--- src/rtl/fsub_arbiter_if.sv ---
// Bus bundle between two requesters, the arbiter and the shared fsub_p2 datapath.
// The slave modport is the arbiter's view; the master modport is the surrounding logic.
interface fsub_arbiter_if;
  logic        a_valid, a_ready, a_rvalid, a_rready, a_ovf;
  logic [31:0] a_x1, a_x2, a_y;
  logic        b_valid, b_ready, b_rvalid, b_rready, b_ovf;
  logic [31:0] b_x1, b_x2, b_y;
  logic [31:0] fsub_x1, fsub_x2, fsub_y;
  logic        fsub_ovf;
  logic        busy;

  modport slave (
    input  a_valid, a_x1, a_x2, a_rready,
    input  b_valid, b_x1, b_x2, b_rready,
    input  fsub_y, fsub_ovf,
    output a_ready, a_rvalid, a_y, a_ovf,
    output b_ready, b_rvalid, b_y, b_ovf,
    output fsub_x1, fsub_x2, busy
  );

  modport master (
    output a_valid, a_x1, a_x2, a_rready,
    output b_valid, b_x1, b_x2, b_rready,
    output fsub_y, fsub_ovf,
    input  a_ready, a_rvalid, a_y, a_ovf,
    input  b_ready, b_rvalid, b_y, b_ovf,
    input  fsub_x1, fsub_x2, busy
  );
endinterface

--- src/rtl/fsub_arbiter.sv ---
// Round-robin sharing of one pipelined fsub_p2 between requesters A and B, with
// credit-limited per-requester result FIFOs so a stalled consumer can never overflow.
module fsub_arbiter #(
  parameter int PIPE_LAT   = 2,
  parameter int RBUF_DEPTH = 2
) (
  input logic          clk,
  input logic          rstn,
  fsub_arbiter_if.slave bus
);

  localparam int CW = $clog2(RBUF_DEPTH + 1);
  localparam int PW = (RBUF_DEPTH > 1) ? $clog2(RBUF_DEPTH) : 1;
  localparam logic [CW-1:0] CREDIT_MAX = CW'(RBUF_DEPTH);
  localparam logic [PW-1:0] PTR_LAST   = PW'(RBUF_DEPTH - 1);

  // Index 0 is requester A, index 1 is requester B (matches the pipeline tag).
  logic [1:0]  req_valid, res_ready, eligible, grant, res_valid, res_ovf;
  logic [31:0] req_x1 [2];
  logic [31:0] req_x2 [2];
  logic [31:0] res_y  [2];
  logic        issue, issue_tag;
  logic        rr_ptr_reg;
  logic [PIPE_LAT-1:0] pipe_valid_reg, pipe_tag_reg;

  assign req_valid = {bus.b_valid, bus.a_valid};
  assign res_ready = {bus.b_rready, bus.a_rready};
  assign req_x1[0] = bus.a_x1;
  assign req_x1[1] = bus.b_x1;
  assign req_x2[0] = bus.a_x2;
  assign req_x2[1] = bus.b_x2;

  // Reset gates the grant so ready stays low throughout reset.
  always_comb begin
    grant = 2'b00;
    if (rstn) begin
      if (eligible == 2'b11) grant = rr_ptr_reg ? 2'b10 : 2'b01;
      else                   grant = eligible;
    end
  end

  assign issue     = |grant;
  assign issue_tag = grant[1];

  assign bus.a_ready = grant[0];
  assign bus.b_ready = grant[1];
  assign bus.fsub_x1 = grant[0] ? req_x1[0] : (grant[1] ? req_x1[1] : 32'h0);
  assign bus.fsub_x2 = grant[0] ? req_x2[0] : (grant[1] ? req_x2[1] : 32'h0);

  always_ff @(posedge clk) begin
    if (!rstn)      rr_ptr_reg <= 1'b0;
    else if (issue) rr_ptr_reg <= ~issue_tag;
  end

  always_ff @(posedge clk) begin
    if (!rstn) begin
      pipe_valid_reg[0] <= 1'b0;
      pipe_tag_reg[0]   <= 1'b0;
    end else begin
      pipe_valid_reg[0] <= issue;
      pipe_tag_reg[0]   <= issue_tag;
    end
  end

  genvar gi;
  generate
    for (gi = 1; gi < PIPE_LAT; gi++) begin : gen_pipe
      always_ff @(posedge clk) begin
        if (!rstn) begin
          pipe_valid_reg[gi] <= 1'b0;
          pipe_tag_reg[gi]   <= 1'b0;
        end else begin
          pipe_valid_reg[gi] <= pipe_valid_reg[gi-1];
          pipe_tag_reg[gi]   <= pipe_tag_reg[gi-1];
        end
      end
    end

    for (gi = 0; gi < 2; gi++) begin : gen_req
      logic [CW-1:0] credit_reg, count_reg;
      logic [PW-1:0] wr_ptr_reg, rd_ptr_reg;
      logic [32:0]   mem [RBUF_DEPTH];
      logic [32:0]   head;
      logic          wr_en, rd_en;

      assign wr_en         = pipe_valid_reg[PIPE_LAT-1] && (pipe_tag_reg[PIPE_LAT-1] == 1'(gi));
      assign res_valid[gi] = (count_reg != '0);
      assign rd_en         = res_valid[gi] && res_ready[gi];
      // Credit covers in-flight plus buffered results, so a write always finds room.
      assign eligible[gi]  = req_valid[gi] && (credit_reg < CREDIT_MAX);

      always_ff @(posedge clk) begin
        if (!rstn) begin
          credit_reg <= '0;
          count_reg  <= '0;
          wr_ptr_reg <= '0;
          rd_ptr_reg <= '0;
        end else begin
          credit_reg <= credit_reg + CW'(grant[gi]) - CW'(rd_en);
          count_reg  <= count_reg + CW'(wr_en) - CW'(rd_en);
          if (wr_en) wr_ptr_reg <= (wr_ptr_reg == PTR_LAST) ? '0 : wr_ptr_reg + PW'(1);
          if (rd_en) rd_ptr_reg <= (rd_ptr_reg == PTR_LAST) ? '0 : rd_ptr_reg + PW'(1);
        end
      end

      always_ff @(posedge clk) begin
        if (wr_en) mem[wr_ptr_reg] <= {bus.fsub_ovf, bus.fsub_y};
      end

      assign head        = mem[rd_ptr_reg];
      assign res_y[gi]   = head[31:0];
      assign res_ovf[gi] = head[32];
    end
  endgenerate

  assign bus.a_rvalid = res_valid[0];
  assign bus.b_rvalid = res_valid[1];
  assign bus.a_y      = res_y[0];
  assign bus.b_y      = res_y[1];
  assign bus.a_ovf    = res_ovf[0];
  assign bus.b_ovf    = res_ovf[1];
  assign bus.busy     = (|pipe_valid_reg) || (|res_valid);

endmodule

--- src/flat_wrapper.sv ---
// flat-port wrapper written by rule: the top's interface ports become plain ports
module fsub_arbiter_flat 
#(
  parameter int PIPE_LAT   = 2,
  parameter int RBUF_DEPTH = 2
)
  (clk, rstn, bus_a_valid, bus_a_x1, bus_a_x2, bus_a_rready, bus_b_valid, bus_b_x1, bus_b_x2, bus_b_rready, bus_fsub_y, bus_fsub_ovf, bus_a_ready, bus_a_rvalid, bus_a_y, bus_a_ovf, bus_b_ready, bus_b_rvalid, bus_b_y, bus_b_ovf, bus_fsub_x1, bus_fsub_x2, bus_busy);
  fsub_arbiter_if bus_i ();
  input logic clk;
  input logic rstn;
  input wire logic [$bits(bus_i.a_valid)-1:0] bus_a_valid;
  input wire logic [$bits(bus_i.a_x1)-1:0] bus_a_x1;
  input wire logic [$bits(bus_i.a_x2)-1:0] bus_a_x2;
  input wire logic [$bits(bus_i.a_rready)-1:0] bus_a_rready;
  input wire logic [$bits(bus_i.b_valid)-1:0] bus_b_valid;
  input wire logic [$bits(bus_i.b_x1)-1:0] bus_b_x1;
  input wire logic [$bits(bus_i.b_x2)-1:0] bus_b_x2;
  input wire logic [$bits(bus_i.b_rready)-1:0] bus_b_rready;
  input wire logic [$bits(bus_i.fsub_y)-1:0] bus_fsub_y;
  input wire logic [$bits(bus_i.fsub_ovf)-1:0] bus_fsub_ovf;
  output wire logic [$bits(bus_i.a_ready)-1:0] bus_a_ready;
  output wire logic [$bits(bus_i.a_rvalid)-1:0] bus_a_rvalid;
  output wire logic [$bits(bus_i.a_y)-1:0] bus_a_y;
  output wire logic [$bits(bus_i.a_ovf)-1:0] bus_a_ovf;
  output wire logic [$bits(bus_i.b_ready)-1:0] bus_b_ready;
  output wire logic [$bits(bus_i.b_rvalid)-1:0] bus_b_rvalid;
  output wire logic [$bits(bus_i.b_y)-1:0] bus_b_y;
  output wire logic [$bits(bus_i.b_ovf)-1:0] bus_b_ovf;
  output wire logic [$bits(bus_i.fsub_x1)-1:0] bus_fsub_x1;
  output wire logic [$bits(bus_i.fsub_x2)-1:0] bus_fsub_x2;
  output wire logic [$bits(bus_i.busy)-1:0] bus_busy;
  assign bus_i.a_valid = bus_a_valid;
  assign bus_i.a_x1 = bus_a_x1;
  assign bus_i.a_x2 = bus_a_x2;
  assign bus_i.a_rready = bus_a_rready;
  assign bus_i.b_valid = bus_b_valid;
  assign bus_i.b_x1 = bus_b_x1;
  assign bus_i.b_x2 = bus_b_x2;
  assign bus_i.b_rready = bus_b_rready;
  assign bus_i.fsub_y = bus_fsub_y;
  assign bus_i.fsub_ovf = bus_fsub_ovf;
  assign bus_a_ready = bus_i.a_ready;
  assign bus_a_rvalid = bus_i.a_rvalid;
  assign bus_a_y = bus_i.a_y;
  assign bus_a_ovf = bus_i.a_ovf;
  assign bus_b_ready = bus_i.b_ready;
  assign bus_b_rvalid = bus_i.b_rvalid;
  assign bus_b_y = bus_i.b_y;
  assign bus_b_ovf = bus_i.b_ovf;
  assign bus_fsub_x1 = bus_i.fsub_x1;
  assign bus_fsub_x2 = bus_i.fsub_x2;
  assign bus_busy = bus_i.busy;
  fsub_arbiter #(.PIPE_LAT(PIPE_LAT), .RBUF_DEPTH(RBUF_DEPTH)) u_core (.clk(clk), .rstn(rstn), .bus(bus_i));
endmodule
--- config.mk ---
export PLATFORM = sky130hd
export DESIGN_NAME = fsub_arbiter_flat
export DESIGN_NICKNAME = d
export VERILOG_FILES = /design/src/rtl/fsub_arbiter_if.sv /design/src/rtl/fsub_arbiter.sv /design/src/flat_wrapper.sv
export SDC_FILE = /design/constraint.sdc
export NUM_CORES = 1
export LEC_CHECK = 0
export CORE_MARGIN = 1.5
export CORE_UTILIZATION = 41
export DETAILED_ROUTE_END_ITERATION = 8
export GPL_TIMING_DRIVEN = 0
export PLACE_DENSITY = 0.92
export RECOVER_POWER = 50
export SKIP_CTS_REPAIR_TIMING = 1
export SLEW_MARGIN = 25
export SYNTH_ARGS = -nofsm -noshare
export SYNTH_HDL_FRONTEND = slang
export SYNTH_SLANG_ARGS = --single-unit
--- constraint.sdc ---
create_clock -name clk -period 3.44 [get_ports clk]
set_input_delay 0.688 -clock clk [delete_from_list [all_inputs] [get_ports clk]]
set_output_delay 0.688 -clock clk [all_outputs]
set_load 0.005 [all_outputs]
==> reports/results.ini, run 1 <==
[die]
dieArea_um2=16030
io_pins=302
num_rows=45
die_h_um=126.6
core_um2=15090
start_util=0.4153
die_x_um=126.6

[sta]
finalCritPeriodShare=0.9813
maxSlewViolCount=33
max_slew_margin=-0.3082
hold_viol_final=0
setup_viol=0
worstMarginPinSlew_ns=1.955
setup_slack_ns=0.06425
rsz0062_at_grt=false
fmax_mhz=296.2
clock_skew_ns=0.008090
min_period_ns=3.376

[clock_network]
clockBufferDepth=2
cts_buffers=17
cts_tree=done
path_clk_slew_ns=0.06
clk_latency_ns=0.42
htreeDepth=4
clockRootBuffer=clkbuf_16
cts_sinks=151

[power]
p_comb_frac=0.341
ir_drop_uv=307.0
power.share.clock=0.294
seqPwrFrac=0.365
leakagePower_nw=3.768
switchingPower_mw=1.584
switching_share=0.2655
p_int_mw=4.382
powerDensity_nw_per_um2=583.3
total_power_mw=5.966

[detailed_routing]
ant_nets=0
drt_first_iter_violations=350
dr.pass1.iters=4
vias=4735
viasPerCell=5.255
route.detailed.drc=0
routedWlPerCell_um=24.40
wirelength_um=21980

[worst_hold_path]
hp-start=u_core.pipe_tag_reg[0]$_SDFF_PN0_
worstHoldPathCells=1
hold_class=flip-flop to flip-flop
min_to=u_core.pipe_tag_reg[1]$_SDFF_PN0_

[grt]
grt_max_degree=21
use_met3=0.09785
track_usage=0.2711
antenna_found_initial=7
overflow=0
grt_first_pass_wirelength_um=30480
grt_pass1_vias=4850
grt_most_used_layer=met2
grt_use_met1=0.2969
grtUsageMet2=0.4722

[critical_path]
critPathKind=primary input to output pin
reg2reg_depth=3
r2r_end=u_core.gen_req[0].mem[0][11]$_DFFE_PP_
worstPathMaxFanout=10
crit_arrival_ns=2.69
path_cells=clkdlybuf4s50_1 > nor2b_2 > o311a_1 > buf_6 > buf_6 > a22o_1 > clkdlybuf4s50_1
worst_path_max_delay_cell=clkdlybuf4s50_1
setup.worst_path.start=bus_b_valid
startpoint_type=primary input
r2r_slack_ns=0.77
rr_startpoint=u_core.pipe_valid_reg[1]$_SDFF_PN0_
slowest_delay_ns=0.59
end_kind=output pin
worstPathRequired_ns=2.75

[synthesis]
ys_ff_latch=151
yosysSeqAreaShare=0.6933
synth_fp_nets=545
syn_inst=370
synth_cell_types=23
yosysWarnings=0
syn_area_um2=6266
avgSynthCellArea_um2=16.94

[finish]
final_cell_mix=clkdlybuf4s50_1, edfxtp_1, mux2_2, a22o_1, dlygate4sd3_1
layout-drive-gt1-share=0.1768
multiInputGateArea_um2=1753
syn2layout_area_growth_pct=63.24
regArea_um2=4344
largest_reg_flops=132
nNetsFinal=869
fillers=993
layout_commonest_cell=clkdlybuf4s50_1
post-route-util=0.6779

[placement]
gp_congestion=0.9872
pre_cts_slack_ns=-0.1726
io_buffers=301
dp_hpwl_um=17350

[job]
maxCapViolations=2

[status]
violations=max-capacitance violations, max-slew violations
outcome=finished with violations

## synthesized netlist by cell type (all sizes together)
| cell | count | area [um2] |
|---|---|---|
| edfxtp | 132 | 3964 |
| mux2 | 66 | 743.2 |
| a22o | 64 | 560.5 |
| buf | 20 | 130.1 |
| dfxtp | 19 | 380.4 |
| and2 | 12 | 75.07 |
| xnor2 | 11 | 96.34 |
| inv | 10 | 37.54 |
| nor2b | 9 | 56.30 |
| ha | 8 | 100.1 |
| clkbuf | 4 | 15.01 |
| o21a | 4 | 30.03 |
| and3 | 2 | 12.51 |
| o311a | 2 | 20.02 |
| or2 | 2 | 12.52 |
| nand2 | 1 | 3.750 |
| nand3b | 1 | 7.510 |
| nor2 | 1 | 3.750 |
| o211a | 1 | 10.01 |
| or4 | 1 | 7.510 |
## how the worst max path moves through the flow
stage                                             to  slack, ns
2_1_floorplan  u_core.gen_req[0].mem[0][0]$_DFFE_PP_       0.91
6_report                             bus_fsub_x1[22]       0.06
5_1_grt                              bus_fsub_x2[17]       0.01
3_3_place_gp   u_core.gen_req[0].mem[0][7]$_DFFE_PP_      -0.26
3_5_place_dp                          bus_fsub_x1[0]      -0.17
4_1_cts                               bus_fsub_x1[0]      -0.18
## cell type report
cell class	count	area share
diodes	6	0.001468
plain buffers	24	0.01566
flip-flops and latches	151	0.4247
clock inverters	15	0.01407
repair buffers	305	0.3045
multi-input cells	185	0.1714
inverters	10	0.003670
well taps	188	0.02300
clock buffers	17	0.04159
## worst max-delay path, delay by kind of cell
family,cells,cell delay [ns]
AND/OR/NAND/NOR,1,0.20
AO/OA/AOI/OAI,2,0.38
buffers and inverters,4,1.41
## cells by family after synthesis
logic type,Yosys count,synth area share
DFF,151,0.6933
AOI/OAI and AO/OA,71,0.09904
buffers and inverters,34,0.02915
and+or+nand+nor,29,0.02855
xor gates and xnor gates,11,0.01538
adders and majority gates,8,0.01598
muxes,66,0.1186
## per-stage QoR
| step | hold slack [ns] | instances | setup TNS, ns | area [um2] |
|---|---|---|---|---|
| after floorplan | 0.4119 | 370 | 0 | 6266 |
| after global placement | 0.4178 | 859 | -9.048 | 9514 |
| after detailed placement | 0.4317 | 863 | -0.7454 | 9642 |
| after CTS | 0.4525 | 895 | -0.9475 | 10210 |
| after global routing | 0.4593 | 897 | 0 | 10220 |
| final | 0.4493 | 901 | 0 | 10230 |
## per-layer routing
layer	vias to the layer above	wire (um)
met2	258	11380
li1	2111	-
met1	2316	7798
met5	-	28
met4	6	698
met3	44	2071
## power groups by stage
stage,Sequential (mW),Combinational (mW),Clock [mW]
2_1_floorplan,2.19,0.891,0
3_3_place_gp,2.20,1.98,0
4_1_cts,2.17,2.05,1.77
3_5_place_dp,2.21,2.03,0
5_1_grt,2.19,2.16,1.85
6_report,2.18,2.03,1.75
No activity file was read; power rests on OpenSTA's default activity.
==> run 2: changes to the inputs <==
--- a/config.mk
+++ b/config.mk
@@ -9,7 +9,7 @@
 export CORE_UTILIZATION = 41
 export DETAILED_ROUTE_END_ITERATION = 8
 export GPL_TIMING_DRIVEN = 0
-export PLACE_DENSITY = 0.92
+export PLACE_DENSITY = 0.89
 export RECOVER_POWER = 50
 export SKIP_CTS_REPAIR_TIMING = 1
 export SLEW_MARGIN = 25
==> run 2 against run 1 <==
  * The run still ends with max-capacitance violations, max-slew violations left
  * Fmax is 0.29% lower
  * Register-to-register slack worse by 0.30 ns
  * Final area is 0.16% lower
  * Sequential cell count stayed put
  * Die area stayed put
  * Utilization is 0.11 points lower
  * Final cell count is 0.55% lower
  * Sequential share of layout area is 0.068 points higher
  * Total power is 0.99% higher
  * Largest cell class unchanged
  * Largest power group unchanged
  * Highest routed layer is now met4
==> reports/results.ini, run 2 (synthesized netlist as in run 1, its figures left out) <==
[status]
outcome=finished with violations
violations=max-capacitance violations, max-slew violations

[placement]
io_buffers=301  ; unchanged
dpl.cell_count=863  ; unchanged
pre_cts_slack_ns=-0.01058  ; +0.1620 ns
dp_hpwl_um=13880  ; -20%
gp_congestion=0.8540  ; -13%
place_area_um2=9627  ; -0.16%

[detailed_routing]
dr.pass1.iters=5  ; +1
vias=4496  ; -5.0%
viasPerCell=5.018  ; -4.5%
ant_nets=0  ; unchanged
route.detailed.drc=0  ; unchanged
wirelength_um=18400  ; -16%
drt_first_iter_violations=236  ; -33%
routedWlPerCell_um=20.54  ; -16%

[sta]
hold_viol_final=0  ; unchanged
min_period_ns=3.386  ; +0.009851 ns
fin_tns_setup_ns=0  ; unchanged
maxSlewViolCount=26  ; -21%
worstMarginPinSlew_ns=1.731  ; -0.2240 ns
holdWs_ns=0.4343  ; -0.01500 ns
setup_slack_ns=0.05440  ; -0.009851 ns
clock_skew_ns=0.008063  ; -0.00002731 ns
finalCritPeriodShare=0.9842  ; +0.002864
setup_viol=0  ; unchanged
fmax_mhz=295.4  ; -0.29%
max_slew_margin=-0.1541  ; +0.1541

[die]
num_rows=45  ; unchanged
dieArea_um2=16030  ; unchanged
core_um2=15090  ; unchanged
io_pins=302  ; unchanged
die_h_um=126.6  ; unchanged
start_util=0.4153  ; unchanged
die_x_um=126.6  ; unchanged

[grt]
grt_first_pass_wirelength_um=26920  ; -12%
antenna_found_initial=1  ; -6
overflow=0  ; unchanged
track_usage=0.2264  ; -0.04466
grt_pass1_vias=4931  ; +1.7%
grt_max_degree=26  ; +24%

[clock_network]
clockBufferDepth=2  ; unchanged
cts_tree=done
clockRootBuffer=clkbuf_16
path_clk_slew_ns=0.06  ; about the same
clk_latency_ns=0.41  ; about the same
cts_sinks=151  ; unchanged
htreeDepth=4  ; unchanged
cts_buffers=17  ; unchanged

[power]
powerDensity_nw_per_um2=590.0  ; +1.2%
ir_drop_uv=357.3  ; +16%
leakagePower_nw=3.678  ; -2.4%

[finish]
largest_reg_flops=132  ; unchanged
fin_cells=896  ; -0.55%
layout-drive-gt1-share=0.1768  ; unchanged
syn2layout_area_growth_pct=62.98
fin_area_um2=10210  ; -0.16%
final_cell_mix=clkdlybuf4s50_1, edfxtp_1, mux2_2, a22o_1, dlygate4sd3_1
layout_commonest_cell=clkdlybuf4s50_1
nNetsFinal=869  ; unchanged

[critical_path]
crit_arrival_ns=2.70  ; about the same
worst_path_max_delay_cell=clkdlybuf4s50_1
worst-path-stages=7  ; unchanged
worstPathMaxFanout=10  ; unchanged
slowest_delay_ns=0.52  ; -0.07 ns
end_kind=output pin
r2r_slack_ns=0.47  ; -0.30 ns
path_common_cell=clkdlybuf4s50_1
crit_buf_inv=4  ; unchanged
startpoint_type=primary input
path_cells=clkdlybuf4s50_1 > nor2b_2 > o311a_1 > buf_4 > buf_6 > a22o_1 > clkdlybuf4s50_1
critPathKind=primary input to output pin
critPathTopFamily=buffers and inverters
reg2reg_depth=3  ; unchanged
worstPathRequired_ns=2.75  ; about the same

[worst_hold_path]
hold_class=flip-flop to flip-flop
worstHoldPathCells=1  ; unchanged

[job]
maxCapViolations=1  ; -1

==> run 2: changes by cell type in the layout (fill, tap and decap cells not counted), moves of 2 or more <==
cell and delta:
clkbuf_1 +2, clkdlybuf4s50_1 +6, diode_2 -5, dlymetal6s2s_1 -6
==> run 2: worst paths after layout <==
check | from | to
max | bus_b_valid | bus_fsub_x2[29]
min | u_core.pipe_tag_reg[0]$_SDFF_PN0_ | u_core.pipe_tag_reg[1]$_SDFF_PN0_
max reg2reg | u_core.pipe_valid_reg[1]$_SDFF_PN0_ | u_core.gen_req[1].mem[0][28]$_DFFE_PP_
min reg2reg | u_core.pipe_tag_reg[0]$_SDFF_PN0_ | u_core.pipe_tag_reg[1]$_SDFF_PN0_
==> run 2: worst register-to-register path, delay by kind of cell, from the launching register on <==
| kind | cells | cell delay (ns) |
|---|---|---|
| buffers and inverters | 1 | 1.14 |
| DFF | 1 | 0.36 |
| and+or+nand+nor | 2 | 1.06 |
==> run 2: per-stage QoR <==
stage	power [mW]	utilization
floorplan	3.085	-
global placement	4.160	0.6305
detailed placement	4.219	0.6380
CTS	6.069	0.6773
global route	6.276	0.6768
finish	6.025	0.6768
==> run 2: layer usage <==
metal	vias to the layer above	part of all wire	GRT usage
li1	2105	-	-
met1	2134	0.36	0.2360
met2	224	0.53	0.4147
met3	33	0.087	0.08056
met4	0	0.024	0.09060
met5	-	0	0
==> run 2: where the power goes <==
group          internal [mW]  switching (mW)  leakage [nW]
clock network           1.09           0.755         0.286
registers               2.12          0.0594          1.35
logic                   1.26           0.747          2.04
total                   4.46            1.56          3.68
==> run 2: layout make-up <==
type                            count  area [um2]
Antenna cell                        1       2.502
Buffer                             24       158.9
Clock buffer                       18       429.2
Clock inverter                     14       163.9
Fill cell                        1037        4877
Inverter                           10       37.54
Multi-Input combinational cell    185        1765
Sequential cell                   151        4344
Tap cell                          188       235.2
Timing Repair Buffer              305        3075
